===== src/rtl/egg_timer_pkg.sv =====
// Shared state encodings and limits for the egg timer control stage.
package egg_timer_pkg;

    typedef enum logic [2:0] {
        ST_IDLE    = 3'd0,
        ST_SET_MIN = 3'd1,
        ST_SET_SEC = 3'd2,
        ST_RUN     = 3'd3,
        ST_PAUSE   = 3'd4,
        ST_ALARM   = 3'd5
    } state_t;

    localparam int SEC_MAX = 59;

endpackage


===== src/rtl/egg_timer_ctrl_if.sv =====
// Key pulses in, time/status out, between the key edge detectors, the timer and the display.
interface egg_timer_ctrl_if;
    logic       key_start;
    logic       key_mode;
    logic       key_inc;
    logic [6:0] minutes;
    logic [5:0] seconds;
    logic [2:0] state;
    logic       running;
    logic       alarm;
    logic       sec_tick;

    modport master (
        output key_start, key_mode, key_inc,
        input  minutes, seconds, state, running, alarm, sec_tick
    );

    modport slave (
        input  key_start, key_mode, key_inc,
        output minutes, seconds, state, running, alarm, sec_tick
    );
endinterface


===== src/rtl/egg_timer_ctrl_tick_gen.sv =====
// Second prescaler: counts enabled cycles, flags the wrap cycle, clear overrides enable.
module tick_gen #(
    parameter int TICKS = 4
) (
    input  logic clock,
    input  logic reset_n,
    input  logic clear,
    input  logic enable,
    output logic tick
);
    localparam int CW = (TICKS > 1) ? $clog2(TICKS) : 1;

    logic [CW-1:0] count_reg;

    assign tick = enable && !clear && (count_reg == CW'(TICKS - 1));

    always_ff @(posedge clock or negedge reset_n) begin
        if (!reset_n) begin
            count_reg <= '0;
        end else if (clear) begin
            count_reg <= '0;
        end else if (enable) begin
            count_reg <= tick ? '0 : count_reg + 1'b1;
        end
    end
endmodule


===== src/rtl/egg_timer_ctrl.sv =====
// Countdown timer FSM: set minutes/seconds, run/pause at one tick per second, timed alarm.
module egg_timer_ctrl
    import egg_timer_pkg::*;
#(
    parameter int TICKS_PER_SEC = 50_000_000,
    parameter int MAX_MIN       = 99,
    parameter int ALARM_SECS    = 10
) (
    input logic             clock,
    input logic             reset_n,
    egg_timer_ctrl_if.slave bus
);
    localparam int ACW = (ALARM_SECS > 1) ? $clog2(ALARM_SECS) : 1;

    state_t         state_reg, state_next;
    logic [6:0]     minutes_reg, minutes_next;
    logic [5:0]     seconds_reg, seconds_next;
    logic [ACW-1:0] alarm_cnt_reg, alarm_cnt_next;
    logic           sec_tick_reg, running_reg, alarm_reg;
    logic           pre_clear, pre_enable, tick;
    logic           time_zero, time_one, any_key;

    tick_gen #(.TICKS(TICKS_PER_SEC)) u_tick_gen (
        .clock  (clock),
        .reset_n(reset_n),
        .clear  (pre_clear),
        .enable (pre_enable),
        .tick   (tick)
    );

    assign time_zero = (minutes_reg == 7'd0) && (seconds_reg == 6'd0);
    assign time_one  = (minutes_reg == 7'd0) && (seconds_reg == 6'd1);
    assign any_key   = bus.key_start || bus.key_mode || bus.key_inc;

    always_comb begin
        state_next     = state_reg;
        minutes_next   = minutes_reg;
        seconds_next   = seconds_reg;
        alarm_cnt_next = alarm_cnt_reg;
        pre_clear      = 1'b0;
        pre_enable     = 1'b0;
        unique case (state_reg)
            ST_IDLE, ST_SET_MIN, ST_SET_SEC: begin
                if (bus.key_start) begin
                    if (!time_zero) begin
                        state_next = ST_RUN;
                        pre_clear  = 1'b1;
                    end
                end else if (bus.key_mode) begin
                    state_next = (state_reg == ST_IDLE)    ? ST_SET_MIN :
                                 (state_reg == ST_SET_MIN) ? ST_SET_SEC : ST_IDLE;
                end else if (bus.key_inc && state_reg == ST_SET_MIN) begin
                    minutes_next = (minutes_reg == 7'(MAX_MIN)) ? 7'd0 : minutes_reg + 1'b1;
                end else if (bus.key_inc && state_reg == ST_SET_SEC) begin
                    seconds_next = (seconds_reg == 6'(SEC_MAX)) ? 6'd0 : seconds_reg + 1'b1;
                end
            end
            ST_RUN: begin
                pre_enable = 1'b1;
                if (tick) begin
                    if (seconds_reg != 6'd0) begin
                        seconds_next = seconds_reg - 1'b1;
                    end else begin
                        minutes_next = minutes_reg - 1'b1;
                        seconds_next = 6'(SEC_MAX);
                    end
                    // Reaching 00:00 outranks a simultaneous pause request.
                    if (time_one)           state_next = ST_ALARM;
                    else if (bus.key_start) state_next = ST_PAUSE;
                end else if (bus.key_start) begin
                    state_next = ST_PAUSE;
                end
            end
            ST_PAUSE: begin
                if (bus.key_start)     state_next = ST_RUN;
                else if (bus.key_mode) state_next = ST_IDLE;
            end
            ST_ALARM: begin
                pre_enable = 1'b1;
                if (any_key) begin
                    state_next     = ST_IDLE;
                    alarm_cnt_next = '0;
                end else if (tick) begin
                    if (alarm_cnt_reg == ACW'(ALARM_SECS - 1)) begin
                        state_next     = ST_IDLE;
                        alarm_cnt_next = '0;
                    end else begin
                        alarm_cnt_next = alarm_cnt_reg + 1'b1;
                    end
                end
            end
            default: state_next = ST_IDLE;
        endcase
    end

    always_ff @(posedge clock or negedge reset_n) begin
        if (!reset_n) begin
            state_reg     <= ST_IDLE;
            minutes_reg   <= '0;
            seconds_reg   <= '0;
            alarm_cnt_reg <= '0;
            sec_tick_reg  <= 1'b0;
            running_reg   <= 1'b0;
            alarm_reg     <= 1'b0;
        end else begin
            state_reg     <= state_next;
            minutes_reg   <= minutes_next;
            seconds_reg   <= seconds_next;
            alarm_cnt_reg <= alarm_cnt_next;
            sec_tick_reg  <= (state_reg == ST_RUN) && tick;
            running_reg   <= (state_next == ST_RUN);
            alarm_reg     <= (state_next == ST_ALARM);
        end
    end

    assign bus.state    = state_reg;
    assign bus.minutes  = minutes_reg;
    assign bus.seconds  = seconds_reg;
    assign bus.running  = running_reg;
    assign bus.alarm    = alarm_reg;
    assign bus.sec_tick = sec_tick_reg;
endmodule

===== src/flat_wrapper.sv =====
// flat-port wrapper written by rule: the top's interface ports become plain ports
module egg_timer_ctrl_flat import egg_timer_pkg::*;
#(
    parameter int TICKS_PER_SEC = 50_000_000,
    parameter int MAX_MIN       = 99,
    parameter int ALARM_SECS    = 10
)
  (clock, reset_n, bus_key_start, bus_key_mode, bus_key_inc, bus_minutes, bus_seconds, bus_state, bus_running, bus_alarm, bus_sec_tick);
  egg_timer_ctrl_if bus_i ();
  input logic clock;
  input logic reset_n;
  input wire logic [$bits(bus_i.key_start)-1:0] bus_key_start;
  input wire logic [$bits(bus_i.key_mode)-1:0] bus_key_mode;
  input wire logic [$bits(bus_i.key_inc)-1:0] bus_key_inc;
  output wire logic [$bits(bus_i.minutes)-1:0] bus_minutes;
  output wire logic [$bits(bus_i.seconds)-1:0] bus_seconds;
  output wire logic [$bits(bus_i.state)-1:0] bus_state;
  output wire logic [$bits(bus_i.running)-1:0] bus_running;
  output wire logic [$bits(bus_i.alarm)-1:0] bus_alarm;
  output wire logic [$bits(bus_i.sec_tick)-1:0] bus_sec_tick;
  assign bus_i.key_start = bus_key_start;
  assign bus_i.key_mode = bus_key_mode;
  assign bus_i.key_inc = bus_key_inc;
  assign bus_minutes = bus_i.minutes;
  assign bus_seconds = bus_i.seconds;
  assign bus_state = bus_i.state;
  assign bus_running = bus_i.running;
  assign bus_alarm = bus_i.alarm;
  assign bus_sec_tick = bus_i.sec_tick;
  egg_timer_ctrl #(.TICKS_PER_SEC(TICKS_PER_SEC), .MAX_MIN(MAX_MIN), .ALARM_SECS(ALARM_SECS)) u_core (.clock(clock), .reset_n(reset_n), .bus(bus_i));
endmodule

===== config.mk =====
export PLATFORM = sky130hd
export DESIGN_NAME = egg_timer_ctrl_flat
export DESIGN_NICKNAME = d
export VERILOG_FILES = /design/src/rtl/egg_timer_pkg.sv /design/src/rtl/egg_timer_ctrl_if.sv /design/src/rtl/egg_timer_ctrl_tick_gen.sv /design/src/rtl/egg_timer_ctrl.sv /design/src/flat_wrapper.sv
export SDC_FILE = /design/constraint.sdc
export NUM_CORES = 1
export LEC_CHECK = 0
export CORE_ASPECT_RATIO = 0.75
export CORE_MARGIN = 3
export CORE_UTILIZATION = 30
export DETAILED_ROUTE_END_ITERATION = 7
export HOLD_SLACK_MARGIN = 0.02
export SYNTH_ARGS = -nofsm -noshare
export SYNTH_HDL_FRONTEND = slang
export SYNTH_SLANG_ARGS = --single-unit

===== constraint.sdc =====
create_clock -name clock -period 2.37 [get_ports clock]
set_input_delay 0.3555 -clock clock [delete_from_list [all_inputs] [get_ports clock]]
set_output_delay 0.3555 -clock clock [all_outputs]
set_load 0.03 [all_outputs]

**After elaboration in Yosys (flattened, before gate mapping)**

Cells that the tools add are included.

- Flip-flop bits (word level): 49
- Output and inout bits: 19
- Bits of input ports: 5

- Reductions and logical operators: 22
- Add/subtract/negate cells: 6
- Mux-type cells: 39
- Equality and inequality tests: 19

Operators by type and width:

| operator | number |
|---|---|
| 26-bit 2-to-1 mux | 3 |
| 6-bit 2-to-1 mux | 7 |
| 7-bit 2-to-1 mux | 6 |
| 3-bit 2-to-1 mux | 12 |
| 26-bit by 1-bit adder with 26-bit output (second input constant) | 1 |
| 26-bit == test (second input constant) | 1 |
| 7-bit case mux with 2 select lines | 1 |
| 4-bit 2-to-1 mux | 3 |
| 3-bit case mux with 4 select lines | 1 |
| 6-bit case mux with 2 select lines | 1 |
| 6-bit AND reduction | 2 |
| 3-bit by 2-bit == test with 1-bit output (second input constant) | 3 |
| 3-bit == test (second input constant) | 3 |
| 2-bit inequality test (second input constant) | 4 |
| 7-bit by 1-bit adder with 7-bit output (second input constant) | 1 |
| 7-bit == test (second input constant) | 1 |
| 1-bit logical AND | 7 |
| 7-bit zero test | 1 |
| 7-bit by 1-bit subtractor with 7-bit output (second input constant) | 1 |
| 6-bit by 1-bit adder with 6-bit output (second input constant) | 1 |
| 6-bit by 1-bit == test with 1-bit output (second input constant) | 1 |
| 6-bit == test (second input constant) | 1 |
| 6-bit zero test | 1 |
| 2-bit by 1-bit inequality test with 1-bit output (second input constant) | 3 |
| other kinds (14) | 20 |

**Longest topological paths before layout**

Gate-level depths: netlist of run 1.

- Depth after elaboration: 12
- Depth in mapped cells: 9
- Gate-level depth less buffers: 7

**By module**

From an unflattened synthesis of run 1, not the netlist that was laid out.

- Cell total of the unflattened synthesis: 396
- Area total of the unflattened synthesis: 3388.2 µm²

Modules (own cells, without submodules):

| module | seq. area each (µm²) | area each (µm²) | cells each | instances |
|---|---|---|---|---|
| egg_timer_ctrl | 575.6 | 1735.4 | 205 | 1 |
| tick_gen | 650.6 | 1652.8 | 191 | 1 |

**Least setup slack after synthesis of run 1**

No wires, ideal clock.

- Path type: reg2reg
- Start: register u_core.minutes_reg[1] (netlist: u_core.bus.minutes[1])
- End: register u_core.state_reg[1] (netlist: u_core.bus.state[1])
- Data arrival time: 2.025 ns
- Clock period less this slack: 2.144 ns
- Library setup time: 0.119 ns
- Required time: 2.251 ns
- Cell stages (with the launch flop): 8
- Setup slack: 0.226 ns
- Path through: dfrtp_1 inv_1 ha_1 or3b_2 or3_4 nor3_4 a311o_2 nand2_1

- Longest elaborated chain between the ends: 11

RTL lines:

| what | RTL line | text |
|---|---|---|
| from (decl) | egg_timer_ctrl.sv:16 | `logic [6:0] minutes_reg, minutes_next;` |
| from (signal assigned) | egg_timer_ctrl.sv:107 | `minutes_reg <= minutes_next;` |
| 7-bit zero test * | egg_timer_ctrl.sv:31, egg_timer_ctrl.sv:32 |  |
| 1-bit logical AND | egg_timer_ctrl.sv:31 | `assign time_zero = (minutes_reg == 7'd0) && (seconds_reg == 6'd0);` |
| 1-bit 2-to-1 mux | egg_timer_ctrl.sv:45 | `if (!time_zero) begin` |
| 1-bit 2-to-1 mux | egg_timer_ctrl.sv:44 | `if (bus.key_start) begin` |
| 1-bit 2-to-1 mux | egg_timer_ctrl.sv:42 | `unique case (state_reg)` |
| 1-bit zero test | egg_timer_ctrl_tick_gen.sv:15 | `assign tick = enable && !clear && (count_reg == CW'(TICKS - 1));` |
| 1-bit logical AND (2 in series) | egg_timer_ctrl_tick_gen.sv:15 |  |
| 3-bit 2-to-1 mux | egg_timer_ctrl.sv:83 | `end else if (tick) begin` |
| 3-bit 2-to-1 mux | egg_timer_ctrl.sv:80 | `if (any_key) begin` |
| 3-bit case mux with 4 select lines * | egg_timer_ctrl.sv:42 |  |
| net u_core.state_next[1] | egg_timer_ctrl.sv:15 | `state_t state_reg, state_next;` |
| to (signal assigned) | egg_timer_ctrl.sv:106 | `state_reg <= state_next;` |
| to (decl) | egg_timer_ctrl.sv:15 |  |

Mark *: on every way through the listed nets, which the timed path passes. The rest lies on a longest branch.
A chain may end at the register's enable or synchronous reset.

**Worst setup path after layout of run 1**

- Start: register u_core.u_tick_gen.count_reg[0]
- End: register u_core.u_tick_gen.count_reg[21]

- Longest elaborated chain between the ends: 5

RTL lines:

| what | RTL line | text |
|---|---|---|
| from (decl) | egg_timer_ctrl_tick_gen.sv:13 | `logic [CW-1:0] count_reg;` |
| from (signal assigned) | egg_timer_ctrl_tick_gen.sv:23 | `count_reg <= tick ? '0 : count_reg + 1'b1;` |
| parallel branches: the longest is 2 deep, another holds 26-bit by 1-bit adder with 26-bit output | -- |  |
| 26-bit 2-to-1 mux * | egg_timer_ctrl_tick_gen.sv:23 |  |
| 26-bit 2-to-1 mux * | egg_timer_ctrl_tick_gen.sv:22 | `end else if (enable) begin` |
| 26-bit 2-to-1 mux * | egg_timer_ctrl_tick_gen.sv:20 | `end else if (clear) begin` |

Mark *: on every way between the ends. The select of a mux whose other input is x is not followed.

==> results by group, run 1 <==
Place
  – Hpwl dp: 6.75 mm
  – DP Cell Count: 567
  – DP Area: 0.00389 mm²
  – Buffers on Ports: 23
  – Routability cong.: 0.865

Timing
  – F_max: 459 MHz
  – TNS Setup: 0 ns
  – Final Hold Violating Endpoints: 0
  – Tcrit/Tclk final: ~92%
  – Max Clock Skew: 0.00770 ns
  – Slew Limit Fails: 0
  – Final Critical Period: 2.18 ns
  – RSZ-0062 raised after global routing: false
  – Slew margin rel.: 52.8%
  – Worst-margin pin slew: about 0.71 ns
  – Final setup viols: 0

Logic synthesis
  – Synth Area in Compound Gates: between 20% and 30%
  – EDFF count, synth: 0
  – Cells after Synth: about 400
  – Seq cells post-synth: between 40 and 50
  – Register area share after synthesis: a little over a third
  – Mux contribution to synthesized area: 0.331%
  – Post-Synth XOR/XNOR Area: 1.54%
  – Synth Net Count: 410
  – Synth Flop Type: dfrtp_1
  – Synth Area in Adders: 2.94%
  – Mean Syn Cell Area: 8.57 µm²
  – YS warnings: 0
  – Mapped Area: 0.00340 mm²
  – Synth async-reset ratio: 100%
  – Yosys cell types: 71
  – Combinational family with the most area after synthesis: simple AND/OR/NAND/NOR gates
  – Post-Synth Simple-Gate Area: 29.0%

Clock tree
  – Max Root-Sink Buffers: 2
  – CTS tree: yes
  – Hold-fix buffer count after cts: 0
  – H-tree depth: 2
  – CTS root buf: clkbuf_16
  – TritonCTS Buffers: 5
  – Sink Count: 49
  – Clk slew on worst S/H paths: 0.07 ns
  – Post-CTS Setup Inserts: 0
  – Clk_lat worst skew: 0.29 ns

Status
  – Run status: finished clean

Finish
  – Reg area: 0.00123 mm²
  – Most frequent cells in the layout: dfrtp_1, nand2_1, nor2_1
  – Share of layout cells above drive strength 1: between 10% and 20%
  – Max reg flops: 26
  – Layout Cells excl Fill: 574
  – Fin nets: ~450
  – Area of the multi-input gates: 0.00200 mm²
  – Diode count: 0
  – Most common cell after layout, fill and taps aside: dfrtp_1
  – Cell area after layout: 0.00404 mm²
  – Layout area overhead: 18.7%
  – # fillers: about 1,100

Setup path
  – Worst EP required: 2.57 ns
  – Worst path arrival time: 2.37 ns
  – Kind of critical path: flip-flop to flip-flop
  – Worst setup EP type: flip-flop
  – Startpoint kind of the worst setup timing path: flip-flop
  – Worst-path fanout max: 28

Job
  – Max-cap violations: 0

Power
  – Combinational share of power: 51.1%
  – Power share of the sequential group: 31.1%
  – Net Sw Power: 0.00175 W
  – LEAKAGE: 1.64 nW
  – Total Power: 0.00400 W
  – P per Cell Area: between 900 and 1000 mW/mm²
  – Worst VDD drop: 0.323 mV
  – Clock network fraction of total power: 17.8%
  – Sw Share: 43.8%
  – Internal Pwr Total: approximately 0.0022 W

Floorplanning
  – Row cnt: 33
  – Die footprint: 0.0127 mm²
  – IO Pins: 24
  – Core area: between 0.01 and 0.015 mm²
  – Die width: 129 µm
  – Vert. Die Dim: approximately 98 µm
  – Starting Density: 31.0%

Drt
  – WL per Instance: 15.6 µm
  – DR vias/cell: 5.67
  – DRC: 0
  – Post-Route WL: 8.98 mm
  – Drt first-iter violations: 368
  – DRT Pass-1 Iters: 5
  – Final ANT Viol Nets: 0
  – Vias: 3,256

Global routing
  – Largest net degree at the start of global routing: 29
  – Tot GR Track Use: 14.2%
  – Vias in the first global route: 2,882
  – Antenna violations before repair: 0
  – First-pass GRT wire length: 14.8 mm
  – GRT Residual Overflow: 0

Min path
  – Worst min-delay path class: input pin to async pin
[through the flow]
| step | setup slack [ns] | hold WS [ns] | utilization (%) |
|---|---|---|---|
| 6_report | 0.194 | 0.0743 | 36.8 |
| 4_1_cts | 0.124 | 0.100 | 36.8 |
| 5_1_grt | 0.0115 | 0.117 | 36.8 |
| 3_5_place_dp | 0.125 | 0.402 | 35.5 |
| 2_1_floorplan | 0.226 | 0.0599 | - |
| 3_3_place_gp | 0.224 | 0.395 | 35.5 |
[cell type report]
cell class / count / area share (%)
timing repair buffer: 52 / 11.3
clock buffer: 7 / 3.53
tap: 140 / 4.34
multi-input combinational: 316 / 49.6
inverter: 10 / 0.929
sequential: 49 / 30.4
[kinds of logic after synthesis]
group                      after synthesis
muxes                                    1
adders and majority gates                8
and+or+nand+nor                        174
buffers and inverters                   32
AOI/OAI and AO/OA                      127
xor gates and xnor gates                 6
DFF                                     49
[per-layer routing]
metal | part of all wire, % | vias to the layer above | track usage, %
li1 | - | 1573 | -
met1 | 51 | 1562 | 22.6
met2 | 42 | 114 | 19.7
met3 | 6.3 | 7 | 2.95
met4 | 0.80 | 0 | 2.50
met5 | 0 | - | 0
[power groups by stage]
stage	sequential, W	clock, W	combinational, W
after floorplan	0.00143	0	0.00117
after global placement	0.00125	0	0.00201
after detailed placement	0.00125	0	0.00202
after CTS	0.00124	0.000733	0.00203
after global routing	0.00128	0.000770	0.00223
final	0.00125	0.000712	0.00204
[path summary, 6_finish.rpt]
| kind | start | to | cells after the start | slack, ns |
|---|---|---|---|---|
| setup reg to reg | u_core.u_tick_gen.count_reg[0]$_DFFE_PN0P_ | u_core.u_tick_gen.count_reg[21]$_DFFE_PN0P_ | 6 | 0.19 |
| hold / removal | reset_n | u_core.bus.seconds[5]$_DFFE_PN0P_ | 1 | 0.07 |
| hold reg to reg | u_core.alarm_cnt_reg[3]$_DFFE_PN0P_ | u_core.alarm_cnt_reg[3]$_DFFE_PN0P_ | 1 | 0.49 |
| setup / recovery | u_core.u_tick_gen.count_reg[0]$_DFFE_PN0P_ | u_core.u_tick_gen.count_reg[21]$_DFFE_PN0P_ | 6 | 0.19 |
| min in group clock | u_core.alarm_cnt_reg[3]$_DFFE_PN0P_ | u_core.alarm_cnt_reg[3]$_DFFE_PN0P_ | 1 | 0.49 |
| max in group asynchronous | reset_n | u_core.u_tick_gen.count_reg[1]$_DFFE_PN0P_ | 2 | 1.74 |
[Yosys cell counts, drive strengths merged (7+ instances only)]
cell	n	area share [%]
nand4	19	3.7
dfrtp	49	36
a21o	7	1.6
nand3	22	3.2
inv	10	1.1
nor2	30	3.3
a31oi	23	4.7
buf	13	3.1
nor3	11	1.9
clkbuf	9	1.0
a21oi	27	4.3
nand2	33	3.6
and2	8	1.5
ha	8	2.9
and4	7	1.8
o21ai	30	4.7
and3	12	2.2
[critical path, stage by stage (launching register included)]
cell and delay (ns):
dfrtp_1 0.41, ha_1 0.25, and3_1 0.20, and4_2 0.24, a21oi_4 0.59, o21ai_1 0.16
a31oi_1 0.22
[repair_timing]
| item | CTS | global route |
|---|---|---|
| endpoints found under the hold margin | 0 | 0 |
| gates resized for setup | 0 | 5 |
| setup endpoints to repair | 0 | 5 |
Note: power is estimated with default switching activity, not from simulation.
==> run 2, diff against run 1 <==
==> constraint.sdc (replaced) <==
create_clock -name clock -period 2.37 [get_ports clock]
set_input_delay 0.3555 -clock clock [delete_from_list [all_inputs] [get_ports clock]]
set_output_delay 0.3555 -clock clock [all_outputs]
set_load 0.01 [all_outputs]
==> results by group, run 2 (synthesized netlist as in run 1, its figures left out) <==
Status
  – Run status: finished clean

Drt
  – Vias: 3,240 (-0.49%)
  – Drt first-iter violations: 449 (+22%)
  – WL per Instance: 15.9 µm (+1.5%)
  – DR vias/cell: 5.63 (-0.66%)
  – DRT Pass-1 Iters: 5 (unchanged)
  – Post-Route WL: 9.13 mm (+1.7%)
  – DRC: 0 (unchanged)
  – Final ANT Viol Nets: 0 (unchanged)

Setup path
  – Crit-path max cell delay: 0.44 ns (-0.15 ns)
  – Worst path arrival time: 2.35 ns (-0.02 ns)
  – Startpoint kind of the worst setup timing path: flip-flop
  – Reg2Reg Launch Point: u_core.u_tick_gen.count_reg[9]$_DFFE_PN0P_
  – CP delay by family, top: simple AND/OR/NAND/NOR gates
  – Crit-path cells: nor4_1, and4_1, buf_4, nand2_1, o21ai_0, nand4b_1
  – Setup crit end: u_core.bus.state[0]$_DFF_PN0_
  – Worst setup EP type: flip-flop
  – Slowest-stage cell, CP: dfrtp_1
  – Worst EP required: 2.53 ns (-0.04 ns)
  – R2R depth: 6 (unchanged)
  – Buffers plus inverters on the worst setup path: 1 (+1)
  – Kind of critical path: flip-flop to flip-flop
  – R2r endpoint: u_core.bus.state[0]$_DFF_PN0_
  – Critical Path Start: u_core.u_tick_gen.count_reg[9]$_DFFE_PN0P_
  – R2R setup slack: 0.18 ns (about the same)
  – Worst-path fanout max: 7 (-75%)
  – Worst path depth: 6 (unchanged)

Clock tree
  – Hold-fix buffer count after cts: 0 (unchanged)
  – TritonCTS Buffers: 5 (unchanged)
  – CTS tree: yes
  – Sink Count: 49 (unchanged)
  – Max Root-Sink Buffers: 2 (unchanged)
  – H-tree depth: 2 (unchanged)
  – Clk slew on worst S/H paths: 0.07 ns (about the same)
  – CTS root buf: clkbuf_16
  – Clk_lat worst skew: 0.30 ns (about the same)

Finish
  – Max reg flops: 26 (unchanged)
  – Final Util: 36.7% (-0.045 points)
  – Most frequent cells in the layout: dfrtp_1, nand2_1, nor2_1
  – Diode count: 0 (unchanged)
  – Fin nets: 447 (unchanged)
  – Area of the multi-input gates: 0.00200 mm² (-0.12%)
  – Layout area overhead: 18.6%
  – # fillers: 1,124 (-0.089%)
  – Most common cell after layout, fill and taps aside: dfrtp_1
  – Layout Cells excl Fill: 575 (+0.17%)
  – Share of layout cells above drive strength 1: 12.6% (-0.49 points)
  – Reg area: 0.00123 mm² (unchanged)

Floorplanning
  – Starting Density: 31.0% (unchanged)
  – IO Pins: 24 (unchanged)
  – Die width: 129 µm (unchanged)
  – Core area: 0.0110 mm² (unchanged)
  – Row cnt: 33 (unchanged)
  – Vert. Die Dim: 98.2 µm (unchanged)
  – Die footprint: 0.0127 mm² (unchanged)

Power
  – Worst VDD drop: 0.323 mV (-0.15%)
  – Power share of the sequential group: 32.6% (+1.5 points)
  – Clock network fraction of total power: 18.5% (+0.7 points)
  – Sw Share: 42.1% (-1.7 points)
  – Combinational share of power: 48.9% (-2.2 points)
  – Internal Pwr Total: 0.00222 W (-1.2%)
  – Net Sw Power: 0.00161 W (-8.0%)
  – LEAKAGE: 1.64 nW (-0.29%)
  – P per Cell Area: 950 mW/mm² (-4.1%)

Global routing
  – Met1 Usage GRT: 23.5% (+0.91 points)
  – Met2 usage: 20.2% (+0.48 points)
  – Grt peak-use layer: met1
  – Tot GR Track Use: 14.8% (+0.62 points)
  – GRT Residual Overflow: 0 (unchanged)
  – First-pass GRT wire length: 15.3 mm (+3.3%)
  – Largest net degree at the start of global routing: 29 (unchanged)
  – Vias in the first global route: 2,929 (+1.6%)
  – Antenna violations before repair: 0 (unchanged)
  – GR met3 Demand/Resource: 2.73% (-0.22 points)

Timing
  – Final Critical Period: 2.19 ns (+0.00979 ns)
  – RSZ-0062 raised after global routing: false
  – Final Hold Violating Endpoints: 0 (unchanged)
  – TNS Setup: 0 ns (unchanged)
  – Slew margin rel.: 53.9% (+1.2 points)
  – Slew Limit Fails: 0 (unchanged)
  – F_max: 457 MHz (-0.45%)
  – Tcrit/Tclk final: 92.2% (+0.41 points)
  – Worst-margin pin slew: 0.689 ns (-0.0176 ns)
  – Final setup viols: 0 (unchanged)
  – Max Clock Skew: 0.00402 ns (-0.00369 ns)

Job
  – Max-cap violations: 0 (unchanged)

Place
  – DP Cell Count: 567 (unchanged)
  – Buffers on Ports: 23 (unchanged)
  – Hpwl dp: 6.78 mm (+0.46%)
  – Routability cong.: 0.861 (-0.44%)

Min path
  – Worst min-delay path class: input pin to async pin
-- run 2: cell count changes in the layout (fill, tap and decap cells not counted) --
cell / before / now
and3_2: 2 / 1
clkinvlp_4: 0 / 1
clkbuf_1: 1 / 2
clkbuf_8: 1 / 0
and4_1: 6 / 7
and3_1: 10 / 11
and4_2: 1 / 0
-- run 2: power by group through the flow --
stage / combinational (W) / sequential, W / clock, W
final: 0.00187 / 0.00125 / 0.000711
after global routing: 0.00206 / 0.00128 / 0.000768
after CTS: 0.00186 / 0.00124 / 0.000737
after detailed placement: 0.00185 / 0.00126 / 0
after global placement: 0.00184 / 0.00125 / 0
after floorplan: 0.00117 / 0.00127 / 0
-- run 2: per-layer routing --
metal / up-vias / wire length [µm] / share of wire [%]
met5: - / 0 / 0
met1: 1552 / 4850 / 53
met4: 0 / 108 / 1.2
met2: 100 / 3710 / 41
li1: 1581 / - / -
met3: 7 / 470 / 5.1
-- run 2: cell type report --
cell class	instances	share of cell area, %
Timing Repair Buffer	52	11.3
Multi-Input combinational cell	316	49.6
Clock buffer	7	3.29
Sequential cell	49	30.4
Clock inverter	1	0.186
Tap cell	140	4.34
Inverter	10	0.930
-- run 2: worst min-delay path by stage --
stage	startpoint	endpoint	slack (ns)	cells past startpoint
2_1_floorplan	reset_n	u_core.alarm_cnt_reg[0]$_DFFE_PN0P_	0.06	0
6_report	reset_n	u_core.bus.seconds[2]$_DFFE_PN0P_	0.07	1
3_5_place_dp	reset_n	u_core.bus.seconds[5]$_DFFE_PN0P_	0.41	1
3_3_place_gp	reset_n	u_core.bus.seconds[3]$_DFFE_PN0P_	0.40	1
5_1_grt	reset_n	u_core.bus.seconds[2]$_DFFE_PN0P_	0.11	1
4_1_cts	reset_n	u_core.bus.seconds[2]$_DFFE_PN0P_	0.09	1
-- run 2: metrics by stage --
step                      hold WS (ns)  total power [W]  area (µm²)  setup slack, ns
after CTS                       0.0868          0.00384        4040            0.160
after detailed placement         0.408          0.00310        3890            0.169
after global placement           0.397          0.00309        3890            0.226
after global routing             0.108          0.00411        4040          0.00238
after floorplan                 0.0599          0.00244        3400            0.333
final                           0.0702          0.00383        4040            0.184
-- run 2: timing repair --
action                                  CTS  global route
buffers inserted                          0             0
endpoints found under the setup margin    0             3
gates resized for setup                   0             3
==> run 3, diff against run 2 <==
--- a/config.mk
+++ b/config.mk
@@ -7,9 +7,11 @@
 export LEC_CHECK = 0
 export CORE_ASPECT_RATIO = 0.75
 export CORE_MARGIN = 3
-export CORE_UTILIZATION = 30
+export CORE_UTILIZATION = 59
 export DETAILED_ROUTE_END_ITERATION = 7
+export GPL_TIMING_DRIVEN = 0
 export HOLD_SLACK_MARGIN = 0.02
+export PLACE_DENSITY = 0.8
 export SYNTH_ARGS = -nofsm -noshare
 export SYNTH_HDL_FRONTEND = slang
 export SYNTH_SLANG_ARGS = --single-unit
==> results by group, run 3 (synthesized netlist as in run 1, its figures left out) <==
Floorplanning
  – Die footprint: 0.00673 mm² (-47%)
  – IO Pins: 24 (unchanged)
  – Row cnt: 23 (-30%)
  – Die width: 93.7 µm (-27%)
  – Core area: 0.00547 mm² (-50%)
  – Vert. Die Dim: 71.8 µm (-27%)
  – Starting Density: 62.2% (+31 points)

Timing
  – Final setup viols: 0 (unchanged)
  – Hold WS: 0.461 ns (+0.391 ns)
  – Worst-margin pin slew: 0.540 ns (-0.150 ns)
  – Slew Limit Fails: 0 (unchanged)
  – Slew margin rel.: 64.0% (+10 points)
  – Final Hold Violating Endpoints: 0 (unchanged)
  – F_max: 448 MHz (-2.2%)
  – Max Clock Skew: 0.00717 ns (+0.00316 ns)
  – Final Critical Period: 2.23 ns (+0.0481 ns)
  – Tcrit/Tclk final: 94.3% (+2.0 points)
  – RSZ-0062 raised after global routing: false

Drt
  – WL per Instance: 17.7 µm (+12%)
  – DR vias/cell: 6.56 (+16%)
  – Vias: 3,325 (+2.6%)
  – DRC: 0 (unchanged)
  – DRT Pass-1 Iters: 5 (unchanged)
  – Drt first-iter violations: 401 (-11%)
  – Final ANT Viol Nets: 0 (unchanged)
  – Post-Route WL: 8.98 mm (-1.7%)

Setup path
  – CP delay by family, top: simple AND/OR/NAND/NOR gates
  – Crit-path cells: inv_1, ha_1, or3b_2, or3_4, nor3_4, a311o_2, o21ai_2
  – R2R setup slack: 0.14 ns (-0.05 ns)
  – Worst path arrival time: 2.43 ns (+0.08 ns)
  – Buffers plus inverters on the worst setup path: 1 (unchanged)
  – Worst setup EP type: flip-flop
  – Kind of critical path: flip-flop to flip-flop
  – Crit-path max cell delay: 0.48 ns (+0.04 ns)
  – Slowest-stage cell, CP: or3b_2
  – Worst-path fanout max: 6 (-1)
  – Startpoint kind of the worst setup timing path: flip-flop
  – Worst EP required: 2.57 ns (+0.04 ns)

Job
  – Max-cap violations: 0 (unchanged)

Clock tree
  – Sink Count: 49 (unchanged)
  – Clk_lat worst skew: 0.31 ns (about the same)
  – Clk slew on worst S/H paths: 0.09 ns (+0.02 ns)
  – Max Root-Sink Buffers: 2 (unchanged)
  – TritonCTS Buffers: 5 (unchanged)
  – CTS tree: yes
  – CTS root buf: clkbuf_8
  – H-tree depth: 2 (unchanged)

Global routing
  – Largest net degree at the start of global routing: 34 (+17%)
  – Tot GR Track Use: 28.6% (+14 points)
  – Vias in the first global route: 3,169 (+8.2%)
  – First-pass GRT wire length: 15.6 mm (+1.6%)
  – Antenna violations before repair: 0 (unchanged)
  – GRT Residual Overflow: 0 (unchanged)

Power
  – LEAKAGE: 1.59 nW (-3.2%)
  – P per Cell Area: 957 mW/mm² (+0.76%)
  – Worst VDD drop: 0.687 mV (+110%)
  – Total Power: 0.00370 W (-3.4%)

Finish
  – Layout area overhead: 13.7%
  – Diode count: 0 (unchanged)
  – Share of layout cells above drive strength 1: 10.9% (-1.8 points)
  – Most frequent cells in the layout: dfrtp_1, nand2_1, nor2_1
  – Max reg flops: 26 (unchanged)
  – Most common cell after layout, fill and taps aside: dfrtp_1
  – Cell area after layout: 0.00387 mm² (-4.1%)
  – Fin nets: 444 (-0.67%)
  – Final Util: 70.8% (+34 points)

Place
  – Routability cong.: 0.885 (+2.8%)
  – Buffers on Ports: 22 (-4.3%)
  – Hpwl dp: 6.43 mm (-5.2%)
  – DP Area: 0.00373 mm² (-4.2%)

Status
  – Run status: finished clean

Min path
  – Worst min-delay path class: input pin to flip-flop
-- run 3: changes by cell type in the layout (fill, tap and decap cells not counted), moves of 3 or more --
cell,change
buf_4,-21
clkbuf_8,+7
clkbuf_1,+6
buf_6,+5
clkbuf_16,-5
buf_2,+4
o21ai_0,+3
o21ai_1,-3
-- run 3: path summary, 6_finish.rpt --
| check | startpoint | endpoint | depth (start not counted) |
|---|---|---|---|
| worst max-delay path | u_core.bus.minutes[1]$_DFFE_PN0P_ | u_core.bus.running$_DFF_PN0_ | 7 |
| worst min-delay path | bus_key_start | u_core.bus.state[0]$_DFF_PN0_ | 3 |
| worst max register to register | u_core.bus.minutes[1]$_DFFE_PN0P_ | u_core.bus.running$_DFF_PN0_ | 7 |
| worst min register to register | u_core.alarm_cnt_reg[3]$_DFFE_PN0P_ | u_core.alarm_cnt_reg[3]$_DFFE_PN0P_ | 1 |
| max in group asynchronous | reset_n | u_core.bus.minutes[1]$_DFFE_PN0P_ | 3 |
| min in group asynchronous | reset_n | u_core.u_tick_gen.count_reg[23]$_DFFE_PN0P_ | 2 |
-- run 3: routing by layer --
| layer | part of all wire (%) | up-vias | GRT usage (%) |
|---|---|---|---|
| li1 | - | 1580 | - |
| met1 | 49 | 1596 | 44.6 |
| met2 | 43 | 139 | 41.5 |
| met3 | 6.9 | 10 | 4.20 |
| met4 | 0.91 | 0 | 7.37 |
| met5 | 0 | - | 0 |
-- run 3: area by class of cell --
cell class / instances / area [µm²]
Clock inverter: 1 / 5.00
Timing Repair Buffer: 27 / 268
Clock buffer: 7 / 96.3
Inverter: 10 / 37.5
Fill cell: 461 / 1600
Multi-Input combinational cell: 316 / 2000
Tap cell: 75 / 93.8
Sequential cell: 49 / 1230
Buffer: 22 / 141
-- run 3: metrics by stage --
stage | TNS (ns) | instances | worst slack, ns
after floorplan | 0 | 397 | 0.333
after global placement | -24.82 | 494 | -0.510
after detailed placement | 0 | 495 | 0.105
after CTS | 0 | 504 | 0.119
after global routing | 0 | 507 | 0.0198
final | 0 | 507 | 0.136
-- run 3: timing repair --
| action | in CTS | in global routing |
|---|---|---|
| endpoints found under the hold margin | 16 | 0 |
| setup buffers | 0 | 3 |
| hold buffers | 1 | 0 |
| resized for setup | 0 | 3 |
| endpoints found under the setup margin | 0 | 11 |
-- run 3: power by group --
part / switching (W) / internal, W
sequential: 0.000265 / 0.00101
combinational: 0.00107 / 0.000804
clock: 0.000287 / 0.000264
-- run 3: tightest hold or removal path: cells and delay by family --
kind / cells / cell delay [ns]
buffers and inverters: 1 / 0.17
AND/OR/NAND/NOR: 2 / 0.20
